[src/rtl/i3c_phy_drv_ctrl.sv]
// i3c_phy_drv_ctrl: registered per-lane OD/PP pad driver controller with a
// timed push-pull-high to open-drain handoff, line_i synchroniser and optional
// drive-high contention detection (enabled by I3C_PHY_CONTENTION_DET_EN).
module i3c_phy_drv_ctrl #(
    parameter int unsigned LANES          = 2,
    parameter int unsigned HANDOFF_CYCLES = 2,
    parameter int unsigned SYNC_STAGES    = 2
) (
    input  logic             clk_i,
    input  logic             rst_i,
    input  logic [LANES-1:0] data_i,
    input  logic [LANES-1:0] pp_en_i,
    input  logic [LANES-1:0] line_i,
    output logic [LANES-1:0] oe_o,
    output logic [LANES-1:0] out_o,
    output logic [LANES-1:0] line_o,
    output logic [LANES-1:0] handoff_o,
    input  logic [LANES-1:0] contention_clr_i,
    output logic [LANES-1:0] contention_o
);

    // A zero-cycle handoff still needs a legal one-bit counter.
    localparam int unsigned CNT_W = (HANDOFF_CYCLES > 0) ? $clog2(HANDOFF_CYCLES + 1) : 1;
    localparam logic [CNT_W-1:0] CNT_LOAD = CNT_W'(HANDOFF_CYCLES);
    localparam logic [CNT_W-1:0] CNT_ONE  = CNT_W'(1);

    typedef enum logic [1:0] {
        ST_OD      = 2'd0,
        ST_PP      = 2'd1,
        ST_HANDOFF = 2'd2
    } state_t;

    state_t           state_q [LANES];
    state_t           state_d [LANES];
    logic [CNT_W-1:0] cnt_q   [LANES];
    logic [CNT_W-1:0] cnt_d   [LANES];
    logic [LANES-1:0] oe_d;
    logic [LANES-1:0] out_d;
    logic [LANES-1:0] handoff_d;

    logic [SYNC_STAGES-1:0] sync_q [LANES];

    // Per-lane next-state, handoff counter and next pad encoding.
    always_comb begin
        for (int i = 0; i < LANES; i++) begin
            state_d[i] = state_q[i];
            cnt_d[i]   = cnt_q[i];
            oe_d[i]    = 1'b0;
            out_d[i]   = 1'b0;
            handoff_d[i] = 1'b0;

            case (state_q[i])
                ST_OD: begin
                    if (pp_en_i[i]) begin
                        state_d[i] = ST_PP;
                    end
                end
                ST_PP: begin
                    if (!pp_en_i[i]) begin
                        // Only a line currently driven high needs the keeper handover.
                        if (out_o[i] && (HANDOFF_CYCLES > 0)) begin
                            state_d[i] = ST_HANDOFF;
                            cnt_d[i]   = CNT_LOAD;
                        end else begin
                            state_d[i] = ST_OD;
                            cnt_d[i]   = '0;
                        end
                    end
                end
                ST_HANDOFF: begin
                    if (pp_en_i[i]) begin
                        state_d[i] = ST_PP;
                        cnt_d[i]   = '0;
                    end else if (!data_i[i]) begin
                        state_d[i] = ST_OD;
                        cnt_d[i]   = '0;
                    end else if (cnt_q[i] <= CNT_ONE) begin
                        state_d[i] = ST_OD;
                        cnt_d[i]   = '0;
                    end else begin
                        cnt_d[i] = cnt_q[i] - CNT_ONE;
                    end
                end
                default: begin
                    state_d[i] = ST_OD;
                    cnt_d[i]   = '0;
                end
            endcase

            case (state_d[i])
                ST_PP: begin
                    oe_d[i]  = 1'b1;
                    out_d[i] = data_i[i];
                end
                ST_HANDOFF: begin
                    oe_d[i]      = 1'b1;
                    out_d[i]     = 1'b1;
                    handoff_d[i] = 1'b1;
                end
                default: begin
                    oe_d[i]  = ~data_i[i];
                    out_d[i] = 1'b0;
                end
            endcase
        end
    end

    // Driver state and registered pad outputs; reset releases every lane.
    always_ff @(posedge clk_i or posedge rst_i) begin
        if (rst_i) begin
            for (int i = 0; i < LANES; i++) begin
                state_q[i] <= ST_OD;
                cnt_q[i]   <= '0;
            end
            oe_o      <= '0;
            out_o     <= '0;
            handoff_o <= '0;
        end else begin
            for (int i = 0; i < LANES; i++) begin
                state_q[i] <= state_d[i];
                cnt_q[i]   <= cnt_d[i];
            end
            oe_o      <= oe_d;
            out_o     <= out_d;
            handoff_o <= handoff_d;
        end
    end

    // Line synchroniser; resets high to match the pulled-up idle bus.
    always_ff @(posedge clk_i or posedge rst_i) begin
        if (rst_i) begin
            for (int i = 0; i < LANES; i++) begin
                sync_q[i] <= '1;
            end
        end else begin
            for (int i = 0; i < LANES; i++) begin
                sync_q[i] <= {sync_q[i][SYNC_STAGES-2:0], line_i[i]};
            end
        end
    end

    // Synchronised line value is the last synchroniser flop.
    always_comb begin
        line_o = '0;
        for (int i = 0; i < LANES; i++) begin
            line_o[i] = sync_q[i][SYNC_STAGES-1];
        end
    end

`ifdef I3C_PHY_CONTENTION_DET_EN
    // Age must cover the synchroniser latency plus the output register.
    localparam int unsigned AGE_W = $clog2(SYNC_STAGES + 2);
    localparam logic [AGE_W-1:0] AGE_MAX = '1;
    localparam logic [AGE_W-1:0] AGE_ONE = AGE_W'(1);
    localparam logic [AGE_W-1:0] AGE_THR = AGE_W'(SYNC_STAGES + 1);

    logic [AGE_W-1:0] age_q [LANES];
    logic [LANES-1:0] cont_q;

    // Drive-high age and sticky contention flag; a set beats a clear.
    always_ff @(posedge clk_i or posedge rst_i) begin
        if (rst_i) begin
            for (int i = 0; i < LANES; i++) begin
                age_q[i] <= '0;
            end
            cont_q <= '0;
        end else begin
            for (int i = 0; i < LANES; i++) begin
                if (oe_o[i] && out_o[i]) begin
                    age_q[i] <= (age_q[i] == AGE_MAX) ? age_q[i] : (age_q[i] + AGE_ONE);
                end else begin
                    age_q[i] <= '0;
                end
                if ((age_q[i] >= AGE_THR) && !line_o[i]) begin
                    cont_q[i] <= 1'b1;
                end else if (contention_clr_i[i]) begin
                    cont_q[i] <= 1'b0;
                end
            end
        end
    end

    assign contention_o = cont_q;
`else
    logic unused_contention_clr;
    assign unused_contention_clr = ^contention_clr_i;
    assign contention_o = '0;
`endif

endmodule
[config.mk]
export PLATFORM = sky130hd
export DESIGN_NAME = i3c_phy_drv_ctrl
export DESIGN_NICKNAME = d
export VERILOG_FILES = /design/src/rtl/i3c_phy_drv_ctrl.sv
export SDC_FILE = /design/constraint.sdc
export NUM_CORES = 1
export LEC_CHECK = 0
export ABC_AREA = 0
export CAP_MARGIN = 20
export CORE_MARGIN = 2
export CORE_UTILIZATION = 44
export DETAILED_ROUTE_END_ITERATION = 6
export GPL_TIMING_DRIVEN = 0
export PLACE_DENSITY = 0.71
export SYNTH_ARGS = -nofsm -noshare
export SYNTH_HDL_FRONTEND = slang
export SYNTH_SLANG_ARGS = --single-unit
export TNS_END_PERCENT = 100
[constraint.sdc]
create_clock -name clk_i -period 1.72 [get_ports clk_i]
set_clock_uncertainty 0.05 [all_clocks]
set_input_delay 0.344 -clock clk_i [delete_from_list [all_inputs] [get_ports clk_i]]
set_output_delay 0.344 -clock clk_i [all_outputs]
set_load 0.02 [all_outputs]
==> Yosys cells after proc, flatten, opt, wreduce, memory -nomap -nowiden <==
Index checks and enable logic that the tools add are counted.
{ "word_totals": {"reg_bits": 18, "output_inout_bits": 10, "in_bits": 10} }
{ "classes": {"n_eq_ne": 10, "reduce_logical": 6, "magnitude_cmp": 2, "n_mux": 30, "bitwise": 4, "add_sub_neg": 2} }
{ "ops": {"columns": ["cell", "count"], "rows": [
  ["two-way mux 2 bit", 20],
  ["one-hot mux 2 bit (3 select lines)", 4],
  ["== test 2 x 1 -> 1 bit (second input constant)", 4],
  ["== test 2 bit (second input constant)", 4],
  ["less-or-equal comparator 2 x 1 -> 1 bit (second input constant)", 2],
  ["zero test 2 bit", 2],
  ["two-way mux 1 bit", 4],
  ["inequality test 2 bit (second input constant)", 2],
  ["NOT 1 bit", 4],
  ["one-hot mux 1 bit (2 select lines)", 2],
  ["AND reduction 2 bit", 2],
  ["OR reduction 2 bit", 2],
  ["subtractor 2 x 1 -> 2 bit (second input constant)", 2]
]} }

==> Depth between registers and ports, before layout <==
Gate-level depths: netlist of the first run.
{ "depth": {"ltp_word": 8, "ltp_mapped": 8} }

==> Worst setup path after synthesis of the first run <==
Ideal clock, no wire load.
{ "synth_timing": {"path_kind": "reg2reg", "start": "reg state_q[0] (netlist name)", "end": "reg out_o[1]", "path_buffers": 0, "t_arrival_ps": 1592, "path_slack_ps": -40, "setup_time_ps": 118, "path_stages_with_launch": 9, "cell_sequence": "dfrtp_1 inv_1 ha_1 a31oi_1 or3_1 a31o_1 ha_1 a21oi_1 nor2_1"} }
{ "synth_between": {"elab_chain_len": 6, "elab_cells_between_ends": 12, "cone_classes": "eq/ne: 4; mux: 7; reduce/logical: 1"} }
{ "synth_lines": {"columns": ["item", "line", "source"], "rows": [
  ["start, declared", "33", "state_t state_q [LANES];"],
  ["start signal, assigned by index", "120", "state_q[i] <= state_d[i];"],
  ["two-way mux 2 bit", "77", "end else if (cnt_q[i] <= CNT_ONE) begin"],
  ["two-way mux 2 bit", "74", "end else if (!data_i[i]) begin"],
  ["two-way mux 2 bit", "71", "if (pp_en_i[i]) begin"],
  ["one-hot mux 2 bit (3 select lines) (*)", "52", "case (state_q[i])"],
  ["== test 2 bit / == test 2 x 1 -> 1 bit (equally long branches)", "90", "case (state_d[i])"],
  ["one-hot mux 1 bit (2 select lines) (*)", "90", null],
  ["net out_d[1]", "38", "logic [LANES-1:0] out_d;"],
  ["end signal, assigned", "124", "out_o <= out_d;"],
  ["end, declared", "15", "output logic [LANES-1:0] out_o,"]
]} }
Mark *: on every way through the listed nets, which the timed path passes. The rest lies on a longest branch.
A chain may end at the register's enable or synchronous reset.

==> Final worst setup path of the first run <==
{ "layout_timing": {"start": "in pp_en_i[1]", "end": "reg out_o[1]"} }
{ "layout_between": {"elab_chain_len": 4, "elab_cells_between_ends": 7, "cone_classes": "eq/ne: 2; mux: 5"} }
{ "layout_lines": {"columns": ["item", "line", "source"], "rows": [
  ["start, declared", "12", "input logic [LANES-1:0] pp_en_i,"],
  ["two-way mux 2 bit (on tied branches)", "71, 54, 59", null],
  ["one-hot mux 2 bit (3 select lines) (*)", "52", null],
  ["== test 2 bit / == test 2 x 1 -> 1 bit (equally long branches)", "90", null],
  ["one-hot mux 1 bit (2 select lines) (*)", "90", null],
  ["net out_d[1]", "38", null]
]} }
Marked as above.

==> impl_metrics.yaml, run 1 <==
run_status:
  status: "finished, violations left"
  violations: "negative setup slack"
synth:
  ys_types: 29
  syn_inst: 91
  yosysTopAreaCell: "dfrtp_1"
  netlist.area_leader.share_pct: 36.0
  yosysWarnings: 0
  avgSynthCellArea_um2: 10.7
  netlist_top_cells_area: "dfrtp_1, ha_1, dfstp_2"
  ys_ff_latch: 18
  ys_seq_area_share_pct: 46.8
  syn-cell-area_um2: 973
critical_path:
  crit_fanout: 8
  critical_path_arrival_ps: 1920
  cp_data_required_time_ps: 1870
  start_kind: "primary input"
  cp-end-kind: "flip-flop"
  critPathKind: "primary input to flip-flop"
global_routing:
  antenna_found_initial: 0
  grt_first_pass_wirelength_mm: 3.78
  grt_overflow_total: 0
  grt_pass1_vias: 814
  grt_max_degree: 19
  grtUsageTotal_pct: 19.6
sta:
  setup_ws_ps: -58.7
  slew_viol_final: 0
  worst_pin_slew_ps: 660
  finalHoldViolations: 0
  slew_headroom_pct: 56.0
  rsz0062_at_grt: "true"
  fin_crit_sh_pct: 103
  fin_crit_ps: 1780
  finalSetupViolations: 3
  max_freq_mhz: 562
routing:
  wl_mm: 2.21
  drc_errors: 0
  via_per_inst: 5.25
  ant_nets: 0
  vias: 788
  drt_pass1_iterations: 4
  drt_iter0_drc: 9
  routedWlPerCell_um: 14.7
placement:
  place.gp.congestion: 0.788
  place_ws_ps: -397
  io_buffer_count: 14
  placed_area_um2: 1160
  dpl.hpwl_mm: 1.34
clock_tree:
  cts_max_level: 1
  clockBufferDepth: 2
  insertion_delay_ps: 290
  clk_pin_slew_worst_paths_ps: 100
  cts_tree: "done"
  cts_root_buf: "clkbuf_4"
  cts_buffers: 3
  cts.sinks: 18
  cts_hold_buf: 0
finish:
  fin_area_um2: 1480
  nets: 145
  layout-drive-gt1-share_pct: 45.1
  fin_util_pct: 68.7
  syn2layout_area_growth_pct: 51.7
  n_antenna_cell: 0
  final_common_cell: "buf_4"
  layout_common_cells: "buf_4, dfrtp_1, ha_4, clkdlybuf4s50_1"
run:
  cap_violations: 0
floorplan:
  die-area_um2: 2600
  die_h_um: 51.0
  num_rows: 17
  die_w_um: 51.0
  ios: 20
  start_util_pct: 45.3
  core-area_um2: 2150
pwr:
  p_int_w: 0.00132
  p_total_w: 0.00215
  switchingPower_w: 0.000830
  p_sw_share_pct: 38.5
  comb_power_share_pct: 60.4
  pwr-share-clk_pct: 11.8
  ir_worst_vdd_uv: 835
  p_seq_share_pct: 27.8
  p_leak_nw: 0.642
  power.density_nw_per_um2: 1460
worst_hold_path:
  hold_class: "primary input to flip-flop"
## worst paths after layout
check                           startpoint      endpoint  slack, ps  cells past startpoint
worst max-delay path            pp_en_i[1]      out_o[1]        -60                      6
worst min-delay path            pp_en_i[0]      cnt_q[2]        260                      2
worst max register to register  state_q[1]      out_o[1]        -50                      8
worst min register to register   sync_q[0]     line_o[1]        320                      0
max in group asynchronous            rst_i  handoff_o[1]        810                      2
min in group asynchronous            rst_i  handoff_o[0]        390                      2
## per-layer routing
metal	up-vias	track usage (%)	wire [µm]
met5	-	0	0
met4	0	5.41	21
met3	2	2.92	61
met2	17	34.6	1210
met1	386	24.7	911
li1	383	-	-
## timing repair
item                                    4_1_cts  5_1_grt
gates resized for setup                      29       14
buffers inserted                             11        1
endpoints found under the setup margin        7        6
pin swaps                                     7        7
## state kept, by name, indices dropped and copies added (netlist names)
| signal | flops |
|---|---|
| out_o | 2 |
| cnt_q | 4 |
| handoff_o | 2 |
| state_q | 4 |
| oe_o | 2 |
| sync_q | 2 |
| line_o | 2 |
## power groups by stage
stage	Combinational [W]	Sequential (W)	Clock [W]
global placement	0.000751	0.000611	0
detailed placement	0.000774	0.000613	0
finish	0.00130	0.000599	0.000254
CTS	0.00111	0.000597	0.000263
global route	0.00142	0.000611	0.000289
floorplan	0.000485	0.000660	0
## layout make-up
type / count / area (µm²)
Inverter: 6 / 22.5
Tap cell: 28 / 35.0
Clock buffer: 4 / 36.3
Timing Repair Buffer: 26 / 231
Sequential cell: 18 / 455
Multi-Input combinational cell: 63 / 658
Buffer: 5 / 37.5
Fill cell: 165 / 672
## worst max-delay path, stage by stage
cell and delay [ps]:
clkdlybuf4s50_1 570, or3_4 480, a31o_1 200, ha_2 170, a21oi_2 100, nor2_1 50
## synthesized netlist by cell type
| master | n |
|---|---|
| or3_1 | 2 |
| nand3_1 | 2 |
| nand3b_1 | 2 |
| a41o_2 | 1 |
| a31o_1 | 1 |
| nand2b_1 | 2 |
| nor4b_1 | 1 |
| a21o_1 | 2 |
| and3_1 | 1 |
| dfstp_2 | 4 |
| a21oi_1 | 4 |
| inv_1 | 6 |
| a31o_2 | 1 |
| a221oi_1 | 1 |
| buf_4 | 5 |
| mux2i_1 | 1 |
| a221o_1 | 2 |
| nor2_1 | 4 |
| a2bb2oi_1 | 1 |
| ha_1 | 12 |
| nor2b_1 | 2 |
| o21ai_0 | 4 |
| a31oi_1 | 4 |
| dfrtp_1 | 14 |
| conb_1 | 1 |
| nor3_1 | 1 |
| nand2_1 | 6 |
| nand4_1 | 3 |
| o41ai_1 | 1 |
## kinds of logic after synthesis
logic type / synth area share, %
compound gates: 15.9
other cells: 0.385
simple gates: 14.3
mux: 1.03
flops: 46.8
fa+ha+maj: 15.4
buf+inv: 6.17
## through the flow
step           TNS [ps]  instances  hold slack [ps]
4_1_cts            -136        149              252
5_1_grt            -395        150              262
3_3_place_gp      -1390        134              296
6_report           -133        150              261
3_5_place_dp      -1580        134              305
2_1_floorplan     -27.4         92              230
Note: power is estimated with default switching activity, not from simulation.
==> run 2: changes to the inputs <==
- ABC_AREA: 0 -> default
- CORE_ASPECT_RATIO: default -> 0.8
==> impl_metrics.yaml, run 2 (synthesized netlist as in run 1, its figures left out) <==
placement:
  io_buffer_count: 14
  place_ws_ps: -413
  place.gp.congestion: 0.823
  dpl.hpwl_mm: 1.43
sta:
  rsz0062_at_grt: "true"
  slew_headroom_pct: 53.9
  finalSetupViolations: 4
  fin_crit_sh_pct: 109
  max_freq_mhz: 535
  finalHoldViolations: 0
  setup_ws_ps: -149
  fin_crit_ps: 1870
  slew_viol_final: 0
  worst_pin_slew_ps: 691
global_routing:
  grtUsageTotal_pct: 18.1
  grt_max_degree: 19
  met2_usage_pct: 33.7
  met3_usage_pct: 6.46
  grt_first_pass_wirelength_mm: 3.45
  top_usage_layer: "met2"
  grt_overflow_total: 0
  met1_usage_pct: 20.1
  grt_pass1_vias: 779
  antenna_found_initial: 0
run_status:
  status: "finished, violations left"
  violations: "negative setup slack"
finish:
  reg.largest.list: "cnt_q (4), state_q (4)"
  n_antenna_cell: 0
  fin_util_pct: 68.0
  layout-drive-gt1-share_pct: 43.4
  syn2layout_area_growth_pct: 48.2
  final_common_cell: "buf_4"
  layout_common_cells: "buf_4, dfrtp_1, clkdlybuf4s50_1"
  nets: 145
critical_path:
  cp_data_required_time_ps: 1860
  rr_startpoint: "state_q[1]"
  start_kind: "flip-flop"
  critPathKind: "flip-flop to flip-flop"
  critical_path_arrival_ps: 2000
  crit_fanout: 3
  startpoint: "state_q[1]"
  cp-end-kind: "flip-flop"
clock_tree:
  cts_hold_buf: 0
  cts.sinks: 18
  cts_buffers: 3
  insertion_delay_ps: 290
  clockBufferDepth: 2
  cts_tree: "done"
  cts_root_buf: "clkbuf_4"
  clk_pin_slew_worst_paths_ps: 100
  cts_max_level: 1
routing:
  wl_mm: 2.35
  ant_nets: 0
  drt_pass1_iterations: 4
  routedWlPerCell_um: 16.0
  via_per_inst: 5.41
  drc_errors: 0
  drt_iter0_drc: 12
  vias: 795
floorplan:
  die_w_um: 56.6
  start_util_pct: 45.9
  core-area_um2: 2120
  num_rows: 15
  die-area_um2: 2610
  die_h_um: 46.1
  ios: 20
worst_hold_path:
  min-delay-start: "pp_en_i[0]"
  hold_class: "primary input to flip-flop"
pwr:
  power.density_nw_per_um2: 1470
  p_leak_nw: 0.656
  ir_worst_vdd_uv: 899
run:
  cap_violations: 0
## run 2: cell count changes in the layout (fill, tap and decap cells not counted), sizes merged
cell	change
clkdlybuf4s50	+1
dlymetal6s2s	+1
dlygate4sd2	-2
## run 2: what timing repair did
| item | 4_1_cts | 5_1_grt |
|---|---|---|
| buffers inserted | 7 | 5 |
| setup endpoints to repair | 7 | 6 |
| resized for setup | 20 | 17 |
| pin swaps | 4 | 8 |
## run 2: stage by stage
stage / hold slack [ps] / instances / TNS [ps] / instance area [µm²] / total power [W]
after CTS: 249 / 142 / -211 / 1320 / 0.00193
after detailed placement: 302 / 131 / -1570 / 1150 / 0.00141
final: 296 / 147 / -388 / 1440 / 0.00212
after floorplan: 230 / 92 / -27.4 / 982 / 0.00114
after global placement: 296 / 131 / -1460 / 1150 / 0.00137
after global routing: 293 / 147 / -635 / 1440 / 0.00226
## run 2: critical path, cell delays in order (launching register included)
cell and delay, ps:
dfrtp_2 470, inv_4 100, ha_4 140, a31oi_1 40
or3_4 380, a31o_1 220, ha_2 170, a21oi_2 140
nor2_1 60
## run 2: per-layer routing
layer | wire [µm] | up-vias
li1 | - | 388
met1 | 1070 | 384
met2 | 1150 | 17
met3 | 87 | 6
met4 | 40 | 0
met5 | 0 | -
## run 2: report_power, final
group	leakage [nW]	switching [W]	internal, W
clock	0.0210	0.000126	0.000129
combinational	0.412	0.000614	0.000641
sequential	0.223	0.0000806	0.000528
total	0.656	0.000820	0.00130
## run 2: path summary, 6_finish.rpt
path                               to  slack, ps  depth (start not counted)
setup / recovery             out_o[1]       -150                          8
hold / removal               cnt_q[2]        300                          2
setup reg to reg             out_o[1]       -150                          8
hold reg to reg             line_o[0]        310                          0
max in group asynchronous  state_q[1]        740                          2
min in group asynchronous    cnt_q[2]        400                          2
## run 2: area by class of cell
class / instances / area (µm²)
inverter: 6 / 25.0
sequential: 18 / 457
fill: 154 / 678
timing repair buffer: 26 / 236
multi-input combinational: 63 / 619
buffer: 5 / 37.5
clock buffer: 4 / 36.3
tap: 25 / 31.3
